### src/rtl/rca8_seq_add_ctrl.sv
// Serial multi-byte adder: one 8-bit ripple slice reused LSB-first, carry chained in a register.
// Latency WORDS cycles from accepted start to done; start is ignored while busy (no queueing).

module RCA_8bit (
  input  logic [7:0] a,
  input  logic [7:0] b,
  input  logic       cin,
  output logic [7:0] sum,
  output logic       cout
);

  logic [8:0] c;

  assign c[0] = cin;

  for (genvar i = 0; i < 8; i++) begin : g_fa
    assign sum[i]   = a[i] ^ b[i] ^ c[i];
    assign c[i + 1] = (a[i] & b[i]) | (c[i] & (a[i] ^ b[i]));
  end

  assign cout = c[8];

endmodule

module rca8_seq_add_ctrl #(
  parameter int WORDS = 4
) (
  input  logic                 clk,
  input  logic                 rst,
  input  logic                 start,
  input  logic [8*WORDS-1:0]   a,
  input  logic [8*WORDS-1:0]   b,
  input  logic                 cin,
  output logic                 busy,
  output logic                 done,
  output logic [8*WORDS-1:0]   sum,
  output logic                 cout,
  output logic                 overflow
);

  localparam int W  = 8 * WORDS;
  localparam int IW = $clog2(WORDS);

  typedef enum logic {
    IDLE = 1'b0,
    ADD  = 1'b1
  } state_t;

  state_t          state;
  state_t          state_nxt;
  logic            accept;
  logic            last;

  logic [W-1:0]    a_q;
  logic [W-1:0]    b_q;
  logic [W-1:0]    acc_q;
  logic [W-1:0]    acc_merged;
  logic            carry_q;
  logic [IW-1:0]   idx_q;

  logic [7:0]      a_byte;
  logic [7:0]      b_byte;
  logic [7:0]      s_byte;
  logic            s_cout;

  assign a_byte = a_q[{idx_q, 3'b000} +: 8];
  assign b_byte = b_q[{idx_q, 3'b000} +: 8];

  RCA_8bit u_slice (
    .a    (a_byte),
    .b    (b_byte),
    .cin  (carry_q),
    .sum  (s_byte),
    .cout (s_cout)
  );

  always_ff @(posedge clk) begin
    if (rst) begin
      state <= IDLE;
    end else begin
      state <= state_nxt;
    end
  end

  always_comb begin
    state_nxt = state;
    accept    = 1'b0;
    last      = 1'b0;
    case (state)
      IDLE: begin
        if (start) begin
          accept    = 1'b1;
          state_nxt = ADD;
        end
      end
      ADD: begin
        if (idx_q == IW'(WORDS - 1)) begin
          last      = 1'b1;
          state_nxt = IDLE;
        end
      end
      default: state_nxt = IDLE;
    endcase
  end

  assign busy = (state == ADD);

  // Final byte is merged here so the completion edge can publish the whole word at once.
  always_comb begin
    acc_merged = acc_q;
    acc_merged[{idx_q, 3'b000} +: 8] = s_byte;
  end

  always_ff @(posedge clk) begin
    if (rst) begin
      a_q      <= '0;
      b_q      <= '0;
      acc_q    <= '0;
      carry_q  <= 1'b0;
      idx_q    <= '0;
      sum      <= '0;
      cout     <= 1'b0;
      overflow <= 1'b0;
      done     <= 1'b0;
    end else begin
      done <= 1'b0;
      if (accept) begin
        a_q     <= a;
        b_q     <= b;
        carry_q <= cin;
        idx_q   <= '0;
        acc_q   <= '0;
      end else if (state == ADD) begin
        acc_q   <= acc_merged;
        carry_q <= s_cout;
        idx_q   <= idx_q + IW'(1);
        if (last) begin
          sum      <= acc_merged;
          cout     <= s_cout;
          // carry into bit 7 of the top slice is a7 ^ b7 ^ s7
          overflow <= a_byte[7] ^ b_byte[7] ^ s_byte[7] ^ s_cout;
          done     <= 1'b1;
        end
      end
    end
  end

endmodule

### config.mk
export PLATFORM = sky130hd
export DESIGN_NAME = rca8_seq_add_ctrl
export DESIGN_NICKNAME = d
export VERILOG_FILES = /design/src/rtl/rca8_seq_add_ctrl.sv
export SDC_FILE = /design/constraint.sdc
export NUM_CORES = 1
export LEC_CHECK = 0
export ABC_AREA = 1
export CAP_MARGIN = 30
export CELL_PAD_IN_SITES_DETAIL_PLACEMENT = 1
export CELL_PAD_IN_SITES_GLOBAL_PLACEMENT = 2
export CORE_MARGIN = 2
export CORE_UTILIZATION = 34
export DETAILED_ROUTE_END_ITERATION = 8
export DONT_BUFFER_PORTS = 1
export PLACE_DENSITY = 0.8
export SYNTH_ARGS = -nofsm -noshare
export SYNTH_HDL_FRONTEND = slang
export SYNTH_SLANG_ARGS = --single-unit
### constraint.sdc
create_clock -name clk -period 4.8 [get_ports clk]
set_input_delay 0.96 -clock clk [delete_from_list [all_inputs] [get_ports clk]]
set_output_delay 0.96 -clock clk [all_outputs]
set_load 0.005 [all_outputs]
; ---- Yosys cells after proc, flatten, opt, wreduce, memory -nomap -nowiden
; Index checks and enable logic that the tools add are counted.
[op_classes]
n_addsub = 2
n_eq_ne = 1
shifts = 4
n_mux = 10
bitwise_logic = 44
n_reduce_logical = 4
[ops]
columns = op, n
row1 = 32-bit by 6-bit variable part select with 8-bit output, 2
row2 = 32-bit bitwise mux, 1
row3 = 8-bit by 7-bit variable shift with 32-bit output (first input constant), 1
row4 = 8-bit by 7-bit variable part select with 32-bit output, 1
row5 = 1-bit XOR, 18
row6 = 1-bit bitwise AND, 16
row7 = 1-bit 2-to-1 mux, 8
row8 = 1-bit OR, 8
row9 = 5-bit negator with 7-bit output, 1
row10 = 3-bit AND reduction, 1
row11 = 3-bit OR reduction, 1
row12 = 2-bit by 1-bit adder with 2-bit output (second input constant), 1
row13 = 2-bit equality test (second input constant), 1
row14 = 1-bit NOT, 2
row15 = 1-bit case mux with 2 select lines, 1
row16 = 2-bit nonzero test, 1
row17 = 2-bit OR reduction, 1
[totals]
register_bits = 135
input_bits = 68
output_inout_bits = 36
word_cells = 75

; ---- Longest topological paths before layout
[depth]
depth_word = 20
depth_mapped = 23
depth_no_buf = 21

; ---- Cells and area by module
; Synthesis repeated with hierarchy kept, for this count alone.
[unflattened]
cells_unflattened = 783
hier_area_um2 = 5597.9
[by_module_without_submodules]
columns = mod, instances, cells_each, area_per_inst_um2, seq_area_each_um2
row1 = rca8_seq_add_ctrl, 1, 765, 5400.2, 2542.4
row2 = RCA_8bit, 1, 18, 197.7, 0.0

; ---- Worst setup path after synthesis
; Ideal clock, no wire load.
[synth_path]
path_type = register to register
from = reg idx_q[1]
to = reg acc_q[15]
setup_time_ns = 0.109
t_arrival_ns = 4.301
required_time_ns = 4.691
slack_ns = 0.391
stages_incl_launch_ff = 21
synth_period_minus_slack_ns = 4.409
path_cell_list = dfxtp_1 inv_1 buf_1 a21oi_1 fa_1 fa_1 fa_1 fa_1 fa_1 inv_1 fa_1 inv_1 fa_1 inv_1 fa_1 inv_1 nor2_1 nand3_1 nand3_1 nand2_1 inv_1
[synth_between]
elab_chain_cells = 19
word_cells_on_any_way = 43
[synth_rtl]
columns = item, line_no
row1 = from (decl), 59  ; logic [IW-1:0] idx_q;
row2 = from (signal assigned), 136  ; idx_q <= idx_q + IW'(1);
row3 = 32-bit by 6-bit variable part select with 8-bit output (on tied branches), "66, 67"
row4 = 1-bit XOR, "17, 18"
row5 = 1-bit bitwise AND, 18  ; assign c[i + 1] = (a[i] & b[i]) | (c[i] & (a[i] ^ b[i]));
row6 = 1-bit OR, 18
row7 = 1-bit bitwise AND, 18
row8 = 1-bit OR, 18
row9 = 1-bit bitwise AND, 18
row10 = 1-bit OR, 18
row11 = [... 3 more ...], --
row12 = 1-bit OR, 18
row13 = 1-bit bitwise AND, 18
row14 = 1-bit OR, 18
row15 = 1-bit bitwise AND, 18
row16 = 1-bit OR, 18
row17 = 1-bit XOR, 17  ; assign sum[i] = a[i] ^ b[i] ^ c[i];
row18 = 8-bit by 7-bit variable part select with 32-bit output, 111  ; acc_merged[{idx_q, 3'b000} +: 8] = s_byte;
row19 = 32-bit bitwise mux (*), 111
row20 = to (signal assigned), 134  ; acc_q <= acc_merged;
row21 = to (decl), 56  ; logic [W-1:0] acc_q;
; Every way passes the cells marked *; elsewhere a longest branch is shown, timed or not.
; A chain may end at the register's enable or synchronous reset.

; ---- Worst setup path after layout
[layout_path]
from = reg idx_q[0]
to = reg acc_q[15]
; The elaborated chain is that of the path after synthesis.

==> out/summary.txt <==
global-route usage over all layers: 19.9%
routed len/inst: 16.5 µm
number of cell rows: 47
syn_area_per_cell: 6.92 µm²
area leader, netlist: dfxtp_1
gr ovfl total: 0
fraction of layout cells with a size suffix above 1: 6.43%
Hold Crit Class: flop to flop
Psw: 0.000724 W
die width: 134 µm
IO Pins: 104
slowest CP cell: fa_1
DRT Pass-1 Iters: 4
Flop pwr share: 41.1%
largest net degree at the start of global routing: 68
fmax: 218 MHz
Primary FF master, synth: dfxtp_1
CP Buf/Inv Count: 5
Root Driver: clkbuf_16
clock latency on the worst-skew pair: 0.42 ns
Pwr Density: 430 nW/µm²
Max Buffers Root-to-Sink: 2
Mapped Nets: 913
PortBufs: 0
CP cell instances: o21ai_0 > a21oi_1 > fa_1 > fa_1 > fa_1 > fa_1 > fa_1 > inv_1 > fa_1 > inv_1 > fa_1 > inv_1 > fa_1 > inv_1 > nor2_1 > nand3_1 > nand3_1 > nand2_1 > inv_1
cts-stage hold buffer count: 0
actual slew at the worst max-slew pin: 0.983 ns
Placer Congestion: 0.842
CP Depth: 19
warnings from Yosys: 0
Leak: 2.98 nW
Pwr Total: 0.00277 W
Hold Path Depth: 2
CP Class: flop to flop
via count: 5169
Layout Skew: 0.00852 ns
CTS buffer count: 17
Starting Density: 34.7%
final WL: 17200 µm
Inserted Diodes: 0
area grow syn2layout: 12.2%
clock slew at reported path FFs: 0.06 ns
switching part of the total: 26.1%
Detail Placement HPWL: 11700 µm
Netlist cell types: 26
remaining routing DRC violations: 0
fin util: 38.9%
Mapped Cells: 831
synthesized area: 5750 µm²
Total Die Area: 18000 µm²
maximum VDD drop: 0.000266 V
sequential area share after synthesis: 44.2%
final number of setup-violating endpoints: 0
EDFF count, synth: 0
Slew headroom: 34.4%
Detail Route Antenna Nets: 0
status: finished clean
Most common cell on crit path: fa_1
Hold Violations, Final: 0
die height: 134 µm
number of antenna violations at the first check in global routing: 0
Critical Path Fanout Max: 10
1st-iter DRT viols: 256
Int Pwr: 0.00205 W
CP max stage delay: 0.47 ns
delay-heaviest family, CP: adder cells
Final min period: 4.59 ns
Sink Count: 127
worst reg-to-reg path cell count: 19
crit start category: flop
Arr. time, crit path: 4.91 ns
first-pass GRT wire length: 28200 µm
#FFs+latches synth: 127
crit share post-route: 95.7%
Comb pwr share: 11.2%
Setup crit end kind: flop
H-tree levels: 4
vias in the first global route: 5534
max-cap violations: 0
Synth async-reset ratio: 0%
DR vias/cell: 4.95
CTS tree: built
nets: 893
area share of the largest cell type after synthesis: 44.2%
CORE AREA: 16600 µm²
top cells by area, synth: dfxtp_1, nor2_1, nand2_1
Clk pwr share: 47.7%
fin. max-slew vios: 0
Critical Path RT: 5.12 ns
[cells in the mapped netlist, types with 6 or more instances]
cell        n
a21oi_1    35
buf_2      29
clkbuf_1   10
dfxtp_1   127
fa_1        8
ha_1        6
inv_1      57
nand2_1   184
nand3_1    45
nand3b_1    6
nand4_1     6
nor2_1    197
o21ai_0    89
o21ai_1     8
[logic make-up (layout without fill, tap and decap cells)]
| group | Yosys count | in the layout | synth area share, % |
|---|---|---|---|
| AND/OR/NAND/NOR | 444 | 444 | 31.3 |
| flip-flops | 127 | 127 | 44.2 |
| buffers and inverters | 109 | 102 | 8.41 |
| adder cells (fa/ha/maj) | 14 | 14 | 4.09 |
| AO/OA/AOI/OAI | 137 | 137 | 12.0 |
[layout make-up]
cell class	instances	area, µm²
Sequential cell	127	2550
Timing Repair Buffer	10	75.1
Inverter	60	225
Fill cell	2134	10100
Clock buffer	21	460
Tap cell	220	275
Multi-Input combinational cell	595	2730
Clock inverter	11	139
[power groups by stage]
stage                     logic, W  registers [W]  clock network [W]
after CTS                 0.000314        0.00114            0.00134
after floorplan           0.000237        0.00115                  0
after detailed placement  0.000311        0.00116                  0
after global routing      0.000357        0.00115            0.00140
final                     0.000311        0.00114            0.00132
after global placement    0.000299        0.00116                  0
[placed cells by master (no fill, tap or decap), drive strengths merged]
master    Yosys  final
a21oi        35     35
buf          38     10
bufinv        0      3
clkbuf       11     21
clkinv        0      6
clkinvlp      0      2
dfxtp       127    127
fa            8      8
ha            6      6
inv          60     60
nand2       186    186
nand3        45     45
nand3b        6      6
nand4         6      6
nor2        201    201
o211ai        1      1
o21ai        97     97
o22ai         4      4
[registers in the layout, indices dropped and copies added, names as in the netlist]
name,flops
overflow,1
busy,1
acc_q,24
a_q,32
cout,1
done,1
sum,32
carry_q,1
b_q,32
idx_q,2
[per-layer routing]
layer | vias to the layer above | track usage, % | share of wire, %
met2 | 98 | 36.3 | 52
li1 | 2579 | - | -
met3 | 15 | 4.35 | 3.7
met1 | 2477 | 23.5 | 43
met4 | 0 | 5.79 | 1.2
met5 | - | 0 | 0
[path summary, 6_finish.rpt]
kind            start        end  slack [ns]
min            b_q[1]     b_q[1]        0.45
max reg2reg  idx_q[0]  acc_q[15]        0.21
min reg2reg    b_q[1]     b_q[1]        0.45
max          idx_q[0]  acc_q[15]        0.21
[stage by stage]
step	hold slack, ns	instance area (µm²)	TNS, ns	instances	setup WS [ns]
floorplan	0.424	5750	0	831	0.391
global placement	0.437	5850	0	1012	0.361
detailed placement	0.443	5850	0	1012	0.210
CTS	0.452	6450	0	1044	0.166
global route	0.470	6450	-0.0383	1044	-0.0383
finish	0.451	6450	0	1044	0.205
[worst register-to-register path, cell delays in order (launching register included)]
cell,delay [ns]
dfxtp_4,0.38
o21ai_0,0.23
a21oi_1,0.15
fa_1,0.43
fa_1,0.40
fa_1,0.39
fa_1,0.39
fa_1,0.40
inv_1,0.08
fa_1,0.16
inv_1,0.06
fa_1,0.36
inv_1,0.09
fa_1,0.47
inv_1,0.11
nor2_1,0.06
nand3_1,0.11
nand3_1,0.08
nand2_1,0.10
inv_1,0.04
[timing repair]
action / in CTS / in global routing
resized for setup: 0 / 4
setup buffers: 0 / 0
endpoints found under the setup margin: 0 / 5
endpoints found under the hold margin: 0 / 0
Note: power is estimated with default switching activity, not from simulation.
